## config.mk

```make
export PLATFORM = sky130hd
export DESIGN_NAME = instr_encoder_loader_flat
export DESIGN_NICKNAME = d
export VERILOG_FILES = /design/src/rtl/instr_encoder_loader_if.sv /design/src/rtl/instr_encoder_loader.sv /design/src/flat_wrapper.sv
export SDC_FILE = /design/constraint.sdc
export NUM_CORES = 1
export LEC_CHECK = 0
export ABC_AREA = 1
export CAP_MARGIN = 20
export CORE_MARGIN = 8
export CORE_UTILIZATION = 30
export DETAILED_ROUTE_END_ITERATION = 8
export PLACE_DENSITY_LB_ADDON = 0.05
export RECOVER_POWER = 25
export SLEW_MARGIN = 20
export SYNTH_ARGS = -nofsm -noshare
export SYNTH_HDL_FRONTEND = slang
export SYNTH_SLANG_ARGS = --single-unit
```

## constraint.sdc

```tcl
create_clock -name clk -period 3.13 [get_ports clk]
set_input_delay 0.4695 -clock clk [delete_from_list [all_inputs] [get_ports clk]]
set_output_delay 0.4695 -clock clk [all_outputs]
set_load 0.05 [all_outputs]
```

## src/rtl/instr_encoder_loader_if.sv

```systemverilog
// Field-bundle input and instruction-memory write port of instr_encoder_loader.
// master = bundle producer / memory side, slave = the encoder.
interface instr_encoder_loader_if #(
  parameter int ADDR_W = 12
) ();
  logic              in_valid;
  logic              in_ready;
  logic [3:0]        in_class;
  logic [4:0]        in_rd;
  logic [4:0]        in_rs1;
  logic [4:0]        in_rs2;
  logic [2:0]        in_funct3;
  logic              in_f7b5;
  logic [31:0]       in_imm;
  logic              imem_we;
  logic [ADDR_W-1:0] imem_addr;
  logic [31:0]       imem_wdata;
  logic              imem_ack;

  modport master (
    output in_valid, in_class, in_rd, in_rs1, in_rs2, in_funct3, in_f7b5, in_imm,
    input  in_ready,
    input  imem_we, imem_addr, imem_wdata,
    output imem_ack
  );

  modport slave (
    input  in_valid, in_class, in_rd, in_rs1, in_rs2, in_funct3, in_f7b5, in_imm,
    output in_ready,
    output imem_we, imem_addr, imem_wdata,
    input  imem_ack
  );
endinterface

```

## src/rtl/instr_encoder_loader.sv

```systemverilog
// Encodes RV32I field bundles into instruction words and streams them into imem.
// Optional macro ENC_NOP_FILL_EN pads the rest of the session with NOPs on close.
module instr_encoder_loader #(
  parameter int ADDR_W = 12,
  parameter int DEPTH  = 1024
) (
  input  logic                   clk,
  input  logic                   rst_n,
  input  logic                   start,
  input  logic [ADDR_W-1:0]      base_addr,
  input  logic                   finish,
  instr_encoder_loader_if.slave  bus,
  output logic [ADDR_W-1:0]      count,
  output logic                   busy,
  output logic                   done,
  output logic                   err
);

  typedef enum logic [3:0] {
    CL_LUI    = 4'd0,
    CL_AUIPC  = 4'd1,
    CL_JAL    = 4'd2,
    CL_JALR   = 4'd3,
    CL_BRANCH = 4'd4,
    CL_LOAD   = 4'd5,
    CL_STORE  = 4'd6,
    CL_OPIMM  = 4'd7,
    CL_OP     = 4'd8
  } instr_class_e;

  typedef enum logic [1:0] {
    S_IDLE,
    S_ACCEPT,
    S_WRITE
`ifdef ENC_NOP_FILL_EN
    , S_FILL
`endif
  } state_e;

  state_e state_q, state_d;

  logic [ADDR_W-1:0] addr_q;
  logic [31:0]       wdata_q;
  logic              fin_pend_q;
  logic [ADDR_W:0]   count_inc;
  logic              last_word;

  logic              take_word, reject, advance, close_req, fire_done;

  // ---------------------------------------------------------------- encoder
  logic signed [31:0] imm;
  logic [4:0]         rd, rs1, rs2;
  logic [2:0]         f3;
  logic               i_imm_ok, is_shift;
  logic [31:0]        enc_word;
  logic               enc_legal;

  assign imm      = $signed(bus.in_imm);
  assign rd       = bus.in_rd;
  assign rs1      = bus.in_rs1;
  assign rs2      = bus.in_rs2;
  assign f3       = bus.in_funct3;
  assign i_imm_ok = (imm >= -32'sd2048) && (imm <= 32'sd2047);
  assign is_shift = (f3 == 3'b001) || (f3 == 3'b101);

  always_comb begin
    // NOTE: every output of a combinational block gets a default first so no path leaves it unassigned (which would infer a latch).
    enc_word  = '0;
    enc_legal = 1'b0;
    case (bus.in_class)
      CL_LUI: begin
        enc_legal = (imm[11:0] == 12'd0);
        enc_word  = {imm[31:12], rd, 7'b0110111};
      end
      CL_AUIPC: begin
        enc_legal = (imm[11:0] == 12'd0);
        enc_word  = {imm[31:12], rd, 7'b0010111};
      end
      CL_JAL: begin
        enc_legal = (imm >= -32'sd1048576) && (imm <= 32'sd1048574) && !imm[0];
        enc_word  = {imm[20], imm[10:1], imm[11], imm[19:12], rd, 7'b1101111};
      end
      CL_JALR: begin
        enc_legal = i_imm_ok;
        enc_word  = {imm[11:0], rs1, f3, rd, 7'b1100111};
      end
      CL_BRANCH: begin
        enc_legal = (imm >= -32'sd4096) && (imm <= 32'sd4094) && !imm[0];
        enc_word  = {imm[12], imm[10:5], rs2, rs1, f3, imm[4:1], imm[11], 7'b1100011};
      end
      CL_LOAD: begin
        enc_legal = i_imm_ok;
        enc_word  = {imm[11:0], rs1, f3, rd, 7'b0000011};
      end
      CL_STORE: begin
        enc_legal = i_imm_ok;
        enc_word  = {imm[11:5], rs2, rs1, f3, imm[4:0], 7'b0100011};
      end
      CL_OPIMM: begin
        if (is_shift) begin
          enc_legal = (imm >= 32'sd0) && (imm <= 32'sd31);
          enc_word  = {1'b0, bus.in_f7b5, 5'b00000, imm[4:0], rs1, f3, rd, 7'b0010011};
        end else begin
          enc_legal = i_imm_ok;
          enc_word  = {imm[11:0], rs1, f3, rd, 7'b0010011};
        end
      end
      CL_OP: begin
        enc_legal = 1'b1;
        enc_word  = {1'b0, bus.in_f7b5, 5'b00000, rs2, rs1, f3, rd, 7'b0110011};
      end
      default: ;
    endcase
  end

  // ---------------------------------------------------------------- control
  assign count_inc = {1'b0, count} + (ADDR_W+1)'(1);
  assign last_word = (count_inc == (ADDR_W+1)'(DEPTH));

  always_comb begin
    state_d      = state_q;
    bus.in_ready = 1'b0;
    bus.imem_we  = 1'b0;
    busy         = 1'b0;
    take_word    = 1'b0;
    reject       = 1'b0;
    advance      = 1'b0;
    close_req    = 1'b0;
    fire_done    = 1'b0;
    case (state_q)
      S_IDLE: begin
        if (start) state_d = S_ACCEPT;
      end
      S_ACCEPT: begin
        bus.in_ready = 1'b1;
        busy         = 1'b1;
        // finish outranks a bundle presented in the same cycle
        if (finish) begin
          close_req = 1'b1;
        end else if (bus.in_valid) begin
          if (enc_legal) begin
            take_word = 1'b1;
            state_d   = S_WRITE;
          end else begin
            reject = 1'b1;
          end
        end
      end
      S_WRITE: begin
        bus.imem_we = 1'b1;
        busy        = 1'b1;
        if (bus.imem_ack) begin
          advance = 1'b1;
          if (last_word || fin_pend_q || finish) close_req = 1'b1;
          else                                   state_d   = S_ACCEPT;
        end
      end
`ifdef ENC_NOP_FILL_EN
      S_FILL: begin
        bus.imem_we = 1'b1;
        busy        = 1'b1;
        if (bus.imem_ack) begin
          advance = 1'b1;
          if (last_word) begin
            state_d   = S_IDLE;
            fire_done = 1'b1;
          end
        end
      end
`endif
      default: state_d = S_IDLE;
    endcase

    if (close_req) begin
`ifdef ENC_NOP_FILL_EN
      if (advance && last_word) begin
        state_d   = S_IDLE;
        fire_done = 1'b1;
      end else begin
        state_d = S_FILL;
      end
`else
      state_d   = S_IDLE;
      fire_done = 1'b1;
`endif
    end
  end

  // imem_we decodes the state register, so reset drops it without waiting for a clock
  always_ff @(posedge clk or negedge rst_n) begin
    if (!rst_n) state_q <= S_IDLE;
    else        state_q <= state_d;
  end

  always_ff @(posedge clk or negedge rst_n) begin
    if (!rst_n) begin
      addr_q     <= '0;
      count      <= '0;
      wdata_q    <= '0;
      err        <= 1'b0;
      fin_pend_q <= 1'b0;
      done       <= 1'b0;
    end else begin
      // NOTE: sequential state uses non-blocking assignments so every register samples pre-edge values.
      done <= fire_done;
      if (state_q == S_IDLE && start) begin
        addr_q     <= base_addr & ~ADDR_W'(3);
        count      <= '0;
        err        <= 1'b0;
        fin_pend_q <= 1'b0;
      end
      if (take_word) wdata_q <= enc_word;
      if (reject)    err     <= 1'b1;
      if (advance) begin
        addr_q <= addr_q + ADDR_W'(4);
        count  <= count_inc[ADDR_W-1:0];
      end
      if (state_q == S_WRITE && finish) fin_pend_q <= 1'b1;
    end
  end

  assign bus.imem_addr = addr_q;
`ifdef ENC_NOP_FILL_EN
  assign bus.imem_wdata = (state_q == S_FILL) ? 32'h0000_0013 : wdata_q;
`else
  assign bus.imem_wdata = wdata_q;
`endif

endmodule

```

## src/flat_wrapper.sv

```systemverilog
// flat-port wrapper written by rule: the top's interface ports become plain ports
module instr_encoder_loader_flat 
#(
  parameter int ADDR_W = 12,
  parameter int DEPTH  = 1024
)
  (clk, rst_n, start, base_addr, finish, count, busy, done, err, bus_in_valid, bus_in_class, bus_in_rd, bus_in_rs1, bus_in_rs2, bus_in_funct3, bus_in_f7b5, bus_in_imm, bus_in_ready, bus_imem_we, bus_imem_addr, bus_imem_wdata, bus_imem_ack);
  instr_encoder_loader_if #(.ADDR_W(ADDR_W)) bus_i ();
  input  logic clk;
  input  logic rst_n;
  input  logic start;
  input  logic [ADDR_W-1:0] base_addr;
  input  logic finish;
  output logic [ADDR_W-1:0] count;
  output logic busy;
  output logic done;
  output logic err;
  input wire logic [$bits(bus_i.in_valid)-1:0] bus_in_valid;
  input wire logic [$bits(bus_i.in_class)-1:0] bus_in_class;
  input wire logic [$bits(bus_i.in_rd)-1:0] bus_in_rd;
  input wire logic [$bits(bus_i.in_rs1)-1:0] bus_in_rs1;
  input wire logic [$bits(bus_i.in_rs2)-1:0] bus_in_rs2;
  input wire logic [$bits(bus_i.in_funct3)-1:0] bus_in_funct3;
  input wire logic [$bits(bus_i.in_f7b5)-1:0] bus_in_f7b5;
  input wire logic [$bits(bus_i.in_imm)-1:0] bus_in_imm;
  output wire logic [$bits(bus_i.in_ready)-1:0] bus_in_ready;
  output wire logic [$bits(bus_i.imem_we)-1:0] bus_imem_we;
  output wire logic [$bits(bus_i.imem_addr)-1:0] bus_imem_addr;
  output wire logic [$bits(bus_i.imem_wdata)-1:0] bus_imem_wdata;
  input wire logic [$bits(bus_i.imem_ack)-1:0] bus_imem_ack;
  assign bus_i.in_valid = bus_in_valid;
  assign bus_i.in_class = bus_in_class;
  assign bus_i.in_rd = bus_in_rd;
  assign bus_i.in_rs1 = bus_in_rs1;
  assign bus_i.in_rs2 = bus_in_rs2;
  assign bus_i.in_funct3 = bus_in_funct3;
  assign bus_i.in_f7b5 = bus_in_f7b5;
  assign bus_i.in_imm = bus_in_imm;
  assign bus_in_ready = bus_i.in_ready;
  assign bus_imem_we = bus_i.imem_we;
  assign bus_imem_addr = bus_i.imem_addr;
  assign bus_imem_wdata = bus_i.imem_wdata;
  assign bus_i.imem_ack = bus_imem_ack;
  instr_encoder_loader #(.ADDR_W(ADDR_W), .DEPTH(DEPTH)) u_core (.clk(clk), .rst_n(rst_n), .start(start), .base_addr(base_addr), .finish(finish), .bus(bus_i), .count(count), .busy(busy), .done(done), .err(err));
endmodule
```

**Word level (Yosys, flattened, before mapping)**

Cells that the tools add are included.
Widths: inputs -> output; s select.

- $add $sub $neg: 2
- Order comparisons: 8
- Eq/ne operators: 19
- Mux-type cells: 37
- Reductions and logical operators: 22

Operators by type and width:

| cell | count |
|---|---|
| $pmux 32 s9 | 1 |
| $mux 12 | 4 |
| $ge 32x1->1 const B | 1 |
| $ge 32x12->1 const B | 1 |
| $ge 32x13->1 const B | 1 |
| $ge 32x21->1 const B | 1 |
| $le 32x12->1 const B | 1 |
| $le 32x13->1 const B | 1 |
| $le 32x21->1 const B | 1 |
| $le 32x6->1 const B | 1 |
| $mux 32 | 1 |
| $mux 1 | 21 |
| $eq 4x3->1 const B | 4 |
| $ne 3x2->1 const B | 5 |
| $mux 2 | 7 |
| $add 12x1->13 const B | 1 |
| $eq 13x11->1 const B | 1 |
| $add 12x3->12 const B | 1 |
| $logic_not 12->1 | 1 |
| $eq 4x2->1 const B | 2 |
| $logic_and 1x1->1 | 8 |
| $pmux 1 s6 | 1 |
| $pmux 2 s3 | 1 |
| $reduce_and 6->1 | 1 |
| 15 further kinds | 20 |

- Flip-flop bits (word level): 61
- Bits of input ports: 73
- Output and inout bits: 61
- Logic and storage cells: 95

**Longest topological paths before layout**

- Depth in word-level cells: 9
- Gate-level depth with buffers: 17
- Mapped depth without buffers: 17

**Least setup slack after synthesis**

OpenSTA, ideal clock, no wires.

- Kind: flip-flop to flip-flop
- From: register u_core.count[0]
- To: register u_core.state_q[0]
- Setup time: 113 ps
- Arrival: 2213 ps
- Data required time: 3017 ps
- Setup slack: 804 ps
- Stages on the path, launching flop included: 15
- Path buffers: 0
- Period minus slack after synthesis: 2326 ps
- Cells stage by stage: dfrtp_1 > ha_1 > nand2_1 > nor2_1 > nand4_1 > nand2_1 > inv_1 > nor2_1 > nand3_1 > and2_1 > nand3b_1 > nand2_1 > o21ai_0 > nand2_1 > inv_1

- Longest elaborated chain between the ends: 9
- Elaborated cells between the ends (all ways): 15
- Those cells by class: 1 x add/sub; 7 x eq/ne; 4 x mux; 3 x reduce/logical

Ends and longest elaborated chain:

| element | line | source |
|---|---|---|
| start: declaration | instr_encoder_loader.sv:13 | `output logic [ADDR_W-1:0] count,` |
| start signal: assignment | instr_encoder_loader.sv:216 | `count <= count_inc[ADDR_W-1:0];` |
| $add 12x1->13 (*) | instr_encoder_loader.sv:117 | `assign count_inc = {1'b0, count} + (ADDR_W+1)'(1);` |
| $eq 13x11->1 (*) | instr_encoder_loader.sv:118 | `assign last_word = (count_inc == (ADDR_W+1)'(DEPTH));` |
| $logic_or 1x1->1 (*) (2 in series) | instr_encoder_loader.sv:154 | `if (last_word \|\| fin_pend_q \|\| finish) close_req = 1'b1;` |
| $mux 1 | instr_encoder_loader.sv:154 |  |
| $mux 1 | instr_encoder_loader.sv:152 | `if (bus.imem_ack) begin` |
| $pmux 1 s2 | instr_encoder_loader.sv:130 | `case (state_q)` |
| $ne 3x2->1 (no line) / $ne 3x1->1 (equally long branches) | - |  |
| $reduce_and 6->1 (no line) | - |  |
| end signal: assignment | instr_encoder_loader.sv:192 | `else state_q <= state_d;` |
| end: declaration | instr_encoder_loader.sv:40 | `state_e state_q, state_d;` |

Mark *: on every way between the ends. The rest lies on a longest branch, timed or not.
A chain may end at the register's enable or synchronous reset.

**Worst setup path in the final report**

- From: input port bus_in_imm[3]
- To: register u_core.wdata_q[15] (netlist: u_core.bus.imem_wdata[15])

- Longest elaborated chain between the ends: 8
- Elaborated cells between the ends (all ways): 21
- Those cells by class: 8 x order compare; 6 x mux; 7 x reduce/logical

Ends and longest elaborated chain:

| element | line | source |
|---|---|---|
| start: declaration | flat_wrapper.sv:25 | `input wire logic [$bits(bus_i.in_imm)-1:0] bus_in_imm;` |
| $ge 32x12->1 (tied with other cells) | instr_encoder_loader.sv:63 | `assign i_imm_ok = (imm >= -32'sd2048) && (imm <= 32'sd2047);` |
| $logic_and 1x1->1 (on tied branches) | - |  |
| $mux 1 (tied with other cells) | instr_encoder_loader.sv:100 | `if (is_shift) begin` |
| $pmux 1 s6 (*) | instr_encoder_loader.sv:70 | `case (bus.in_class)` |
| $mux 1 (*) | instr_encoder_loader.sv:141 | `if (enc_legal) begin` |
| $mux 1 (*) | instr_encoder_loader.sv:140 | `end else if (bus.in_valid) begin` |
| $mux 1 (*) | instr_encoder_loader.sv:138 | `if (finish) begin` |
| $mux 1 (*) | instr_encoder_loader.sv:130 |  |
| end signal: assignment | instr_encoder_loader.sv:212 | `if (take_word) wdata_q <= enc_word;` |
| end: declaration | instr_encoder_loader.sv:43 | `logic [31:0] wdata_q;` |

Marks and branches as above.

==> flow_summary_export.csv <==
group,metric,value,unit
synth,yosysSeqAreaShare,37.3,%
timing,tns,0,ns
timing,max_freq,398,MHz
cells_and_area,final_cell_mix,"144 x nand2_1, 128 x clkdlybuf4s50_1, 99 x inv_1",
run,cap_violations,1,
synth,yosysUniqueCellTypes,41,
global_route,gr-total-overflow,0,
synth,syn_area,3900,µm²
die,die-area,16900,µm²
worst_setup_path,crit_path_start_kind,"input pin",
route,viasPerCell,4.71,
clock_tree,clock_latency,0.33,ns
outcome,failed_checks,"max-capacitance violations, max-slew violations",
pwr,p_total,4570,µW
global_route,grt_pass1_wl,21300,µm
place,dp_hpwl,10800,µm
worst_setup_path,worst-path-buf-inv,4,
min_path,min_to,"u_core.bus.imem_wdata[19]",
min_path,whs_path_depth,2,
route,wl_per_cell,14.9,µm
min_path,hold_class,"reg -> reg",
clock_tree,postCtsSetupBuffers,0,
cells_and_area,layout_commonest_cell,"nand2_1",
clock_tree,cts_tree,"built",
clock_tree,hold_buffers,0,
worst_setup_path,arrival,2.74,ns
worst_setup_path,r2r_slack,0.74,ns
worst_setup_path,worstRegToRegCells,14,
die,die_x,130,µm
timing,layout_min_cycle_time,2.51,ns
place,io_buffers,129,
clock_tree,cts.clk_slew.worst_paths,0.05,ns
route,drt_iter0_drc,210,
global_route,track_usage,16.2,%
synth,ys_ff_latch,58,
timing,drv_slew,28,
die,ios,134,
clock_tree,htreeDepth,3,
cells_and_area,area_growth,47.9,%
worst_setup_path,cp_slowest_cell,"clkdlybuf4s50_1",
die,core,12700,µm²
place,placed_area,5440,µm²
route,wl,13300,µm
timing,worst_slew_margin_rel,-1.72,%
worst_setup_path,end_kind,"flip-flop",
route,dr.pass1.iters,4,
timing,rsz0062_at_grt,"no",
route,drc,0,
cells_and_area,fin_nets,796,
worst_setup_path,worstPathCellList,"clkdlybuf4s50_1 > nand2_1 > nor2_1 > nand2_1 > nor2_1 > nand2_1 > nand3_1 > nand2_1 > nand2_1 > nand3_1 > nand2_4 > nand2_4 > inv_4 > buf_12 > o211ai_1 > o21ai_1 > inv_1",
clock_tree,cts_sinks,58,
timing,fin_skew,0.00495,ns
clock_tree,clock_path_buffers,2,
clock_tree,cts_buffers,9,
synth,avgSynthCellArea,6.78,µm²
pwr,ir_drop,529,µV
timing,worst_hold_slack,0.481,ns
worst_setup_path,critPathKind,"in -> reg",
timing,finalHoldViolations,0,
timing,setup_viol,0,
place,gp_congestion,0.855,
route,drt.antenna.violating_nets,0,
route,num_vias,4211,
global_route,grt_pass1_vias,4342,
cells_and_area,postLayoutCellArea,5760,µm²
worst_setup_path,required,3.36,ns
global_route,antenna_found_initial,0,
min_path,worstHoldStart,"u_core.bus.imem_wdata[19]",
cells_and_area,fill_cells,1328,
die,die_y,130,µm
worst_setup_path,critPathMostFrequentCell,"nand2_1",
timing,layout_worst_path_cycle_share,80.2,%
die,floorplan.initialDensity,30.7,%
synth,yosys_warnings,0,
clock_tree,cts_resized,0,
worst_setup_path,rr_startpoint,"u_core.count[0]",
die,num_rows,41,
worst_setup_path,r2r-end,"u_core.state_q[0]",
cells_and_area,diodes,0,
timing,worstMarginPinSlew,1.53,ns
clock_tree,root_buffer,"clkbuf_16",
pwr,total_leakage_power,0.00264,µW
pwr,power_density,793,nW/µm²
worst_setup_path,critPathLaunch,"bus_in_imm[3]",
outcome,status,"finished, violations left",
worst_setup_path,crit_fanout,21,
global_route,grt_max_degree,28,
worst_setup_path,worst_path_largest_cell_delay,0.53,ns
synth,synth_cells,575,
worst_setup_path,path_delay_family,"simple AND/OR/NAND/NOR gates",
cells_and_area,drive_gt1_share,6.23,%
-- synthesized netlist by cell type, drive strengths merged --
cell / count / area, µm²
nand4: 13 / 81.3
or2: 1 / 6.26
nand3b: 2 / 15.0
nor4: 1 / 6.26
o31ai: 3 / 36.3
conb: 1 / 3.75
nor3: 7 / 45.0
a21oi: 9 / 48.8
a22o: 2 / 17.5
clkbuf: 2 / 7.51
nor2: 75 / 297
inv: 106 / 400
nand3: 33 / 170
o22ai: 14 / 87.6
nand2: 147 / 569
a22oi: 5 / 37.5
o21ai: 55 / 275
a221oi: 2 / 17.5
ha: 6 / 75.1
clkinv: 1 / 3.75
dfrtp: 58 / 1450
buf: 9 / 71.3
o21a: 1 / 7.51
a211oi: 3 / 22.5
o211ai: 13 / 97.6
o221ai: 1 / 8.76
xor2: 2 / 17.5
a31oi: 2 / 12.5
and2: 1 / 6.26
-- flip-flops by register name, indices dropped and copies added (netlist names) --
name,count
u_core.count,12
u_core.state_q,2
u_core.bus.imem_addr,10
u_core.done,1
u_core.fin_pend_q,1
u_core.bus.imem_wdata,31
u_core.err,1
-- per-layer routing --
layer  global-route usage [%]  vias to the layer above  part of all wire [%]  wire length, µm
met5                        0                        -                     0                0
met4                     4.99                        0                   1.7              222
met3                     5.71                       12                   7.6             1010
met2                     28.1                      116                    49             6490
met1                     18.3                     1943                    42             5580
li1                         -                     2140                     -                -
-- logic make-up after synthesis --
family	count (synthesis)	share of synthesized area, %
fa+ha+maj	6	1.93
compound gates	110	17.2
flops	58	37.3
buf+inv	118	12.4
other cells	1	0.0962
simple gates	280	30.7
xor+xnor	2	0.450
-- worst max path at each step --
stage / end / cells past startpoint / slack, ns
2_1_floorplan: u_core.state_q[0] / 14 / 0.80
3_3_place_gp: u_core.bus.imem_wdata[15] / 17 / 0.29
3_5_place_dp: u_core.bus.imem_wdata[16] / 17 / 0.27
4_1_cts: u_core.bus.imem_wdata[16] / 17 / 0.62
5_1_grt: u_core.bus.imem_wdata[15] / 17 / 0.37
6_report: u_core.bus.imem_wdata[15] / 17 / 0.62
-- layout make-up --
class                      instances  area (µm²)  share of cell area (%)
inverter                         107         404                    7.01
sequential                        58        1450                    25.2
clock buffer                      11         233                    4.04
timing repair buffer             141        1390                    24.2
clock inverter                     5         103                    1.78
multi-input combinational        400        1970                    34.1
tap                              172         215                    3.73
-- where the power goes --
group | switching [µW] | total, µW | internal (µW)
sequential | 174 | 1190 | 1010
clock | 350 | 1130 | 776
combinational | 1510 | 2260 | 748
-- worst register-to-register path, cell delays in order (launching register included) --
cell and delay, ns:
dfrtp_1 0.43, ha_1 0.28, nand2_1 0.11, nor2_1 0.27, nand4_1 0.16, nand2_1 0.12, inv_1 0.04, nor2_1 0.11
nand3_1 0.16, and2_1 0.17, nand3b_1 0.17, nand2_1 0.07, o21ai_0 0.08, nand2_1 0.07, inv_1 0.04
-- metrics by stage --
step | util [%] | setup WS, ns | std cells
after floorplan | - | 0.804 | 576
after global placement | 42.9 | 0.291 | 878
after detailed placement | 42.9 | 0.265 | 878
after CTS | 45.6 | 0.622 | 894
after global routing | 45.5 | 0.369 | 894
final | 45.5 | 0.620 | 894
(Power assumes the default switching activity.)
